==> src/rtl/i8080_bus_ctrl.sv <==
// i8080 system-bus controller: status latch and cycle decode, programmable
// wait-state insertion, and edge-triggered interrupts answered with RST n.
module i8080_bus_ctrl #(
  parameter int XLEN      = 8,
  parameter int ADDR_W    = 16,
  parameter int MEM_WAIT  = 0,
  parameter int IO_WAIT   = 1,
  parameter int INTA_WAIT = 0
) (
  input  logic              clk,
  input  logic              rst,
  input  logic              sync,
  input  logic              dbin,
  input  logic              write_n,
  input  logic [ADDR_W-1:0] addr,
  input  logic [XLEN-1:0]   data_in,
  output logic [XLEN-1:0]   data_out,
  output logic              data_oe,
  output logic              ready,
  output logic              cpu_int,
  input  logic              irq,
  input  logic [2:0]        irq_vec,
  output logic              mem_en,
  output logic              mem_oe,
  output logic              mem_we,
  output logic [7:0]        io_port,
  output logic              io_rd,
  output logic              io_wr,
  output logic              halted,
  output logic              m1
);

  localparam int B_INTA = 0;
  localparam int B_HLTA = 3;
  localparam int B_OUT  = 4;
  localparam int B_M1   = 5;
  localparam int B_INP  = 6;

  logic [XLEN-1:0] status;
  logic [3:0]      wait_cnt;
  logic            int_pending;
  logic            irq_q;
  logic [2:0]      vec_q;
  logic [2:0]      vec_ack;
  logic            irq_edge;
  logic            ack_sync;
  logic            io_cyc;

  function automatic logic [3:0] wait_load(input logic [XLEN-1:0] st);
    if (st[B_INTA])                 return 4'(INTA_WAIT);
    else if (st[B_INP] | st[B_OUT]) return 4'(IO_WAIT);
    else                            return 4'(MEM_WAIT);
  endfunction

  function automatic logic [3:0] sat_dec(input logic [3:0] c);
    return (c == 4'd0) ? 4'd0 : c - 4'd1;
  endfunction

  assign irq_edge = irq & ~irq_q;
  assign ack_sync = sync & data_in[B_INTA];

  always_ff @(posedge clk or negedge rst) begin
    if (!rst) begin
      status   <= '0;
      wait_cnt <= 4'd0;
    end else if (sync) begin
      status   <= data_in;
      wait_cnt <= wait_load(data_in);
    end else begin
      wait_cnt <= sat_dec(wait_cnt);
    end
  end

  // A new irq edge beats the acknowledge clear; vec_ack snapshots the old vector.
  always_ff @(posedge clk or negedge rst) begin
    if (!rst) begin
      irq_q       <= 1'b0;
      int_pending <= 1'b0;
      vec_q       <= 3'd0;
      vec_ack     <= 3'd0;
    end else begin
      irq_q <= irq;
      if (ack_sync)
        vec_ack <= vec_q;
      if (irq_edge) begin
        int_pending <= 1'b1;
        vec_q       <= irq_vec;
      end else if (ack_sync) begin
        int_pending <= 1'b0;
      end
    end
  end

  assign io_cyc   = status[B_INP] | status[B_OUT];
  assign mem_en   = ~io_cyc & ~status[B_INTA];
  assign mem_oe   = mem_en & dbin;
  assign mem_we   = mem_en & ~write_n;
  assign io_rd    = status[B_INP] & dbin;
  assign io_wr    = status[B_OUT] & ~write_n;
  assign io_port  = addr[7:0];
  assign halted   = status[B_HLTA];
  assign m1       = status[B_M1];
  assign ready    = (wait_cnt == 4'd0);
  assign cpu_int  = int_pending;
  assign data_oe  = status[B_INTA] & dbin;
  assign data_out = data_oe ? XLEN'({2'b11, vec_ack, 3'b111}) : '0;

  logic unused_bits;
  assign unused_bits = &{1'b0, addr[ADDR_W-1:8], status[2:1], status[XLEN-1:7]};

endmodule
==> config.mk <==
export PLATFORM = sky130hd
export DESIGN_NAME = i8080_bus_ctrl
export DESIGN_NICKNAME = d
export VERILOG_FILES = /design/src/rtl/i8080_bus_ctrl.sv
export SDC_FILE = /design/constraint.sdc
export NUM_CORES = 1
export LEC_CHECK = 0
export BUFFER_PORTS_ARGS = -buffer_cell sky130_fd_sc_hd__buf_2
export CAP_MARGIN = 5
export CORE_MARGIN = 1
export CORE_UTILIZATION = 43
export CTS_BUF_LIST = sky130_fd_sc_hd__clkbuf_4 sky130_fd_sc_hd__clkbuf_8 sky130_fd_sc_hd__clkbuf_16
export DETAILED_ROUTE_END_ITERATION = 10
export PLACE_DENSITY_LB_ADDON = 0.12
export SLEW_MARGIN = 5
export SYNTH_ARGS = -nofsm -noshare
export SYNTH_HDL_FRONTEND = slang
export SYNTH_SLANG_ARGS = --single-unit
==> constraint.sdc <==
create_clock -name clk -period 2.4 [get_ports clk]
set_clock_uncertainty 0.05 [all_clocks]
set_input_delay 0.12 -clock clk [delete_from_list [all_inputs] [get_ports clk]]
set_output_delay 0.12 -clock clk [all_outputs]
set_load 0.02 [all_outputs]
# Yosys cells after proc, flatten, opt, wreduce, memory -nomap -nowiden
# Cells that the tools add are included.
dict set report op_classes {
  addsub 1
  muxes 7
  bitwise_logic 14
  n_reduce_logical 2
}
# op count
set op_table {}
lappend op_table {{bitwise AND 1 bit} 8}
lappend op_table {{2-to-1 mux 4 bit} 2}
lappend op_table {{2-to-1 mux 8 bit} 1}
lappend op_table {{zero test 4 bit} 1}
lappend op_table {{2-to-1 mux 1 bit} 4}
lappend op_table {{inverter 1 bit} 4}
lappend op_table {{subtractor 4 x 1 -> 4 bit, second input constant} 1}
lappend op_table {{OR 1 bit} 2}
lappend op_table {{nonzero test 2 bit} 1}
dict set report totals {
  regBits 19
  inputBits 33
  output_inout_bits 26
  wordCells 30
}

# Logic depth before layout (Yosys ltp)
# Gate-level depths: netlist of the first run.
dict set report logic_depth {
  word_depth 4
  mapped_depth 4
  depth_no_buf 4
}

# Worst setup path before layout of the first run
# Ideal clock, no wire load.
dict set report synth_path {
  path_type {reg2out}
  startpoint {reg status[0]}
  endpoint {out mem_oe}
  arrival_ns 1.281
  required_ns 2.230
  slack_ns 0.949
  path_stages_with_launch 3
  n_path_buf 0
  path_cell_list {dfrtp_1 > nor3_1 > and2_1}
}
dict set report synth_via {
  elab_chain_len 3
}
# item line
set synth_rtl {}
lappend synth_rtl {{start, declared} 39} ;# logic [XLEN-1:0] status;
lappend synth_rtl {{start signal, assigned} 67} ;# status <= data_in;
lappend synth_rtl {{inverter 1 bit} 95} ;# assign mem_en = ~io_cyc & ~status[B_INTA];
lappend synth_rtl {{bitwise AND 1 bit} 95}
lappend synth_rtl {{named net mem_en} 23} ;# output logic mem_en,
lappend synth_rtl {{bitwise AND 1 bit} 96} ;# assign mem_oe = mem_en & dbin;
lappend synth_rtl {{end, declared} 24} ;# output logic mem_oe,
# The timed path passes the listed nets, and every way through them passes these cells.

# Final worst setup path of the first run
dict set report layout_path {
  startpoint {reg wait_cnt[0]}
  endpoint {out ready}
}
dict set report layout_via {
  elab_chain_len 1
}
# item line
set layout_rtl {}
lappend layout_rtl {{start, declared} 40} ;# logic [3:0] wait_cnt;
lappend layout_rtl {{start signal, assigned} 68} ;# wait_cnt <= wait_load(data_in);
lappend layout_rtl {{start signal, assigned} 70} ;# wait_cnt <= sat_dec(wait_cnt);
lappend layout_rtl {{zero test 4 bit} 103} ;# assign ready = (wait_cnt == 4'd0);
lappend layout_rtl {{end, declared} 19} ;# output logic ready,
# Every way passes these cells.

==> impl_metrics.csv, run 1 <==
group,metric,value,unit
outcome,status,"completed",
floorplan,die_h,46.8,um
timing,fin_crit_sh,68.6,%
floorplan,num_rows,15,
global_route,grt_use_total,13.7,%
clock_network,worstSkewPairLatency,280,ps
worst_setup_path,cp_data_arrival_time,1480,ps
power,p_leak,0.519,nW
route,dr.pass1.iters,4,
timing,tightest_slew,368,ps
clock_network,ctsHtreeMaxLevel,1,
place,dp.cells,113,
worst_setup_path,r2r_end,"wait_cnt[0]$_DFF_PN0_",
power,switching_share,33.5,%
place,placed_area,942,um2
worst_setup_path,crit_fanout,4,
finish,fillers,160,
clock_network,postCtsSetupBuffers,0,
floorplan,start_util,48.0,%
timing,fmax,608,MHz
hold_path,hold_start,"data_in[3]",
worst_setup_path,reg2regPathDepth,4,
power,internal-power,0.540,mW
synthesis,syn_avg_cell_area,12.2,um2
timing,period_needed,1650,ps
clock_network,cts_tree,"done",
synthesis,yosysWarnings,0,
global_route,grt_max_degree,18,
finish,seqCellArea,425,um2
place,portBuffers,31,
floorplan,chipWidth,46.8,um
worst_setup_path,end_kind,"primary output",
finish,multi_input_area,315,um2
worst_setup_path,ff2ff_setup_slack,1140,ps
timing,finalWorstSetupSlack,754,ps
power,ir_drop,0.415,mV
route,wl_per_cell,11.6,um
place,hpwl,1060,um
place,dpl_worst_slack,1070,ps
timing,final-hold-violation-count,0,
route,dr.first_iter.drc_count,5,
clock_network,numCtsBuffers,3,
synthesis,async_reset_ff_share,100,%
synthesis,ys.flop_type,"dfrtp_1",
route,ant_nets,0,
clock_network,cts-root-buf,"clkbuf_4",
hold_path,whs_path_depth,2,
synthesis,syn_inst,71,
finish,synthToLayoutAreaGrowth,15.6,%
timing,setup_viol,0,
floorplan,die_area,2190,um2
route,vias_per_cell,4.82,
synthesis,synth_edf_count,0,
synthesis,synthTopCellsByArea,"dfrtp_1, mux2_2, buf_4",
clock_network,clock_path_buffers,2,
timing,max_slew_margin,75.5,%
power,p_sw,0.272,mW
worst_setup_path,required,2230,ps
power,p_clk_share,18.3,%
global_route,grt.overflow.total,0,
synthesis,ys_top_cells_by_count,"dfrtp_1, buf_4, mux2_2",
synthesis,synth.most_common_cell,"dfrtp_1",
floorplan,coreArea,1800,um2
global_route,antenna_found_initial,0,
finish,fin_area,1000,um2
hold_path,hold_class,"input port to flop",
floorplan,ioPinCount,59,
worst_setup_path,path_class,"flop to primary output",
route,drt-total-wl,1390,um
power,power.density,812,nW/um2
global_route,grt_pass1_wl,2050,um
synthesis,synth_area,865,um2
finish,fin_cells,120,
power,p_comb_share,33.7,%
finish,drive_gt1_share,53.7,%
synthesis,synth_top_cell_by_area,"dfrtp_1",
synthesis,synth_seq_cells,17,
clock_network,cts.sinks,17,
timing,setup_tns,0,ps
global_route,grt_pass1_vias,486,
clock_network,cts_resized,0,
finish,post-route-util,55.5,%
power,p_seq_share,48.0,%
route,num_vias,578,
worst_setup_path,worst_r2r_startpoint,"wait_cnt[0]$_DFF_PN0_",
synthesis,yosys.area.top_type_share,49.2,%
synthesis,syn_nets,106,
route,route.detailed.drc,0,
timing,drv_slew,0,
clock_network,path_clk_slew,90,ps
finish,finalNetCount,131,
timing,rsz0062_at_grt,"false",
synthesis,synth_seq_area_share,49.2,%
worst_setup_path,start_kind,"flop",
hold_path,min_to,"status[3]$_DFFE_PN0P_",
job,maxCapViolCount,0,
finish,n_antenna_cell,0,
synthesis,netlist-cell-type-count,23,
place,routabilityCongestion,0.652,
==> metrics by stage <==
stage          hold WS, ps  power (mW)
2_1_floorplan         -226       0.613
3_3_place_gp          12.4       0.658
3_5_place_dp          11.8       0.668
4_1_cts               7.46       0.821
5_1_grt               2.35       0.870
6_report              13.9       0.811
==> cell usage in the layout (no fill, tap or decap), drive strengths merged, types with 2 or more instances in the layout <==
master       count
ha               2
mux2            11
nor3             5
and2             3
inv              4
and3             3
nor2b            2
dlygate4sd3      3
clkbuf           3
dfrtp           17
buf             31
==> flip-flops by register name, summed over array words and instances, names as in the netlist <==
| register | count |
|---|---|
| status | 5 |
| cpu_int | 1 |
| vec_q | 3 |
| irq_q | 1 |
| vec_ack | 3 |
| wait_cnt | 4 |
==> worst max-delay path: stages, from the launching register on <==
cell and delay, ps:
dfrtp_1 410, inv_1 80, ha_1 170, nor3b_2 300, buf_2 230
==> cell type report <==
type                    instances  share of cell area, %
well taps                      25                   3.13
clock inverters                 1                  0.501
inverters                       4                   1.50
clock buffers                   3                   2.25
repair buffers                 34                   18.5
flip-flops and latches         17                   42.6
multi-input cells              36                   31.5
==> worst max path at each step <==
stage                                     start     end  slack (ps)
after global placement    wait_cnt[0]$_DFF_PN0_   ready        1070
final                     wait_cnt[0]$_DFF_PN0_   ready         750
after floorplan           status[0]$_DFFE_PN0P_  mem_oe         950
after detailed placement  wait_cnt[0]$_DFF_PN0_   ready        1070
after global routing      wait_cnt[0]$_DFF_PN0_   ready         620
after CTS                 wait_cnt[0]$_DFF_PN0_   ready         740
==> power groups by stage <==
| stage | Clock, mW | Combinational [mW] | Sequential [mW] |
|---|---|---|---|
| floorplan | 0 | 0.222 | 0.391 |
| global placement | 0 | 0.265 | 0.393 |
| detailed placement | 0 | 0.273 | 0.395 |
| CTS | 0.155 | 0.276 | 0.390 |
| global route | 0.166 | 0.306 | 0.398 |
| finish | 0.148 | 0.273 | 0.390 |
==> cells by family after synthesis <==
| group | synth area share [%] |
|---|---|
| buffers and inverters | 14.3 |
| multiplexers | 14.8 |
| AND/OR/NAND/NOR | 14.5 |
| flip-flops | 49.2 |
| AO/OA/AOI/OAI | 3.33 |
| adder cells (fa/ha/maj) | 2.89 |
| XOR/XNOR | 1.01 |
==> routing by layer <==
metal,vias up,track usage [%],wire (um)
met5,-,0,0
met4,0,6.86,13
met3,2,4.23,109
met2,33,21.4,634
met1,268,17.3,629
li1,275,-,-
==> timing repair <==
action                                  in CTS  in global routing
hold buffers                                 2                  1
hold endpoints to repair                    18                  1
endpoints found under the setup margin       0                  0
No activity file was read; power rests on OpenSTA's default activity.
==> inputs of run 2 (changes only) <==
Settings changed: CORE_UTILIZATION 43 to 40.
Clock period 2.4 ns to 1.7 ns, I/O delays scaled along.
==> run 2 against run 1 <==
Net effect:
- combinational power increased by 52%
- clock-buffer cell count unchanged
- utilization decreased by 1.6 points
- cell count increased by 7.5%
- largest power group unchanged
==> impl_metrics.csv, run 2 (synthesized netlist as in run 1, its figures left out) <==
group,metric,value,unit
power,finalPower,1.19,mW
clock_network,path_clk_slew,100,ps
timing,final-hold-violation-count,0,
timing,drv_slew,0,
timing,tightest_slew,391,ps
clock_network,ctsHtreeMaxLevel,1,
timing,max_slew_margin,73.9,%
timing,setup_viol,0,
clock_network,clock_path_buffers,2,
worst_setup_path,cp_data_arrival_time,1450,ps
power,power.density,1100,nW/um2
route,ant_nets,0,
timing,finalWorstSetupSlack,116,ps
finish,n_antenna_cell,0,
route,vias_per_cell,4.67,
floorplan,chipWidth,48.5,um
place,portBuffers,31,
worst_setup_path,path_class,"flop to primary output",
clock_network,numCtsBuffers,3,
finish,drive_gt1_share,50.0,%
clock_network,cts.sinks,17,
worst_setup_path,end_kind,"primary output",
clock_network,postCtsSetupBuffers,0,
hold_path,hold_class,"input port to flop",
route,dr.first_iter.drc_count,3,
global_route,grt_max_degree,18,
power,p_leak,0.550,nW
worst_setup_path,required,1560,ps
finish,finalNetCount,138,
floorplan,start_util,43.2,%
global_route,antenna_found_initial,0,
route,drt-total-wl,1550,um
floorplan,ioPinCount,59,
route,dr.pass1.iters,2,
place,hpwl,1050,um
timing,holdWs,96.8,ps
place,routabilityCongestion,0.722,
clock_network,cts_tree,"done",
clock_network,worstSkewPairLatency,290,ps
timing,period_needed,1580,ps
worst_setup_path,crit_fanout,4,
finish,largest_reg_flops,5,
global_route,grt_pass1_vias,631,
floorplan,num_rows,16,
clock_network,cts-root-buf,"clkbuf_4",
finish,synthToLayoutAreaGrowth,24.7,%
worst_setup_path,start_kind,"flop",
finish,layout_commonest_cell,"buf_2",
global_route,grt.overflow.total,0,
timing,fmax,631,MHz
route,wl_per_cell,12.0,um
floorplan,die_area,2350,um2
route,num_vias,602,
place,dpl_worst_slack,394,ps
outcome,status,"completed",
global_route,grt_pass1_wl,2670,um
power,ir_drop,0.542,mV
finish,final_cell_mix,"buf_2, dfrtp_1, mux2_2, dlygate4sd3_1",
route,route.detailed.drc,0,
timing,fin_crit_sh,93.2,%
timing,setup_tns,0,ps
job,maxCapViolCount,0,
global_route,grt_use_total,15.0,%
finish,reg_top3,"status (5), wait_cnt (4)",
floorplan,die_h,48.5,um
floorplan,coreArea,2000,um2
finish,largest_register,"status",
[run 2: cell type report]
type                            count  area, um2
Fill cell                         196        923
Sequential cell                    17        425
Multi-Input combinational cell     36        322
Timing Repair Buffer               41        255
Tap cell                           27       33.8
Clock buffer                        3       22.5
Inverter                            4       15.0
Clock inverter                      1       5.00
[run 2: critical path: stages, from the launching register on]
cell	delay, ps
dfrtp_1	410
inv_1	90
ha_1	180
nor3b_4	270
buf_2	210
[run 2: worst paths after layout]
kind / start / end / cells past startpoint / slack, ps
worst max register to register: wait_cnt[0]$_DFF_PN0_ / wait_cnt[0]$_DFF_PN0_ / 4 / 480
max in group asynchronous: rst / vec_q[1]$_DFFE_PN0P_ / 2 / 1130
worst min register to register: cpu_int$_DFFE_PN0P_ / cpu_int$_DFFE_PN0P_ / 1 / 450
worst min-delay path: sync / wait_cnt[1]$_DFF_PN0_ / 2 / 100
min in group asynchronous: rst / wait_cnt[3]$_DFF_PN0_ / 2 / 190
worst max-delay path: wait_cnt[0]$_DFF_PN0_ / ready / 4 / 120
[run 2: timing repair]
item | in CTS | in global routing
gates resized for setup | 0 | 1
hold endpoints to repair | 26 | 0
setup endpoints to repair | 0 | 1
hold buffers | 10 | 0
[run 2: stage by stage]
stage	cells	utilization, %	area (um2)
after detailed placement	115	47.2	945
final	129	53.9	1080
after global routing	129	53.9	1080
after CTS	129	53.6	1070
after global placement	115	47.2	945
after floorplan	71	-	865
[run 2: layer usage]
| metal | up-vias | part of all wire (%) | track usage [%] |
|---|---|---|---|
| li1 | 289 | - | - |
| met4 | 0 | 1.3 | 7.84 |
| met3 | 6 | 6.6 | 4.09 |
| met1 | 286 | 45 | 17.5 |
| met5 | - | 0 | 0 |
| met2 | 21 | 47 | 25.4 |
[run 2: report_power, final]
group	total (mW)	internal [mW]	switching [mW]
sequential	0.556	0.486	0.0699
clock	0.216	0.0874	0.129
combinational	0.414	0.214	0.199
total	1.19	0.788	0.398
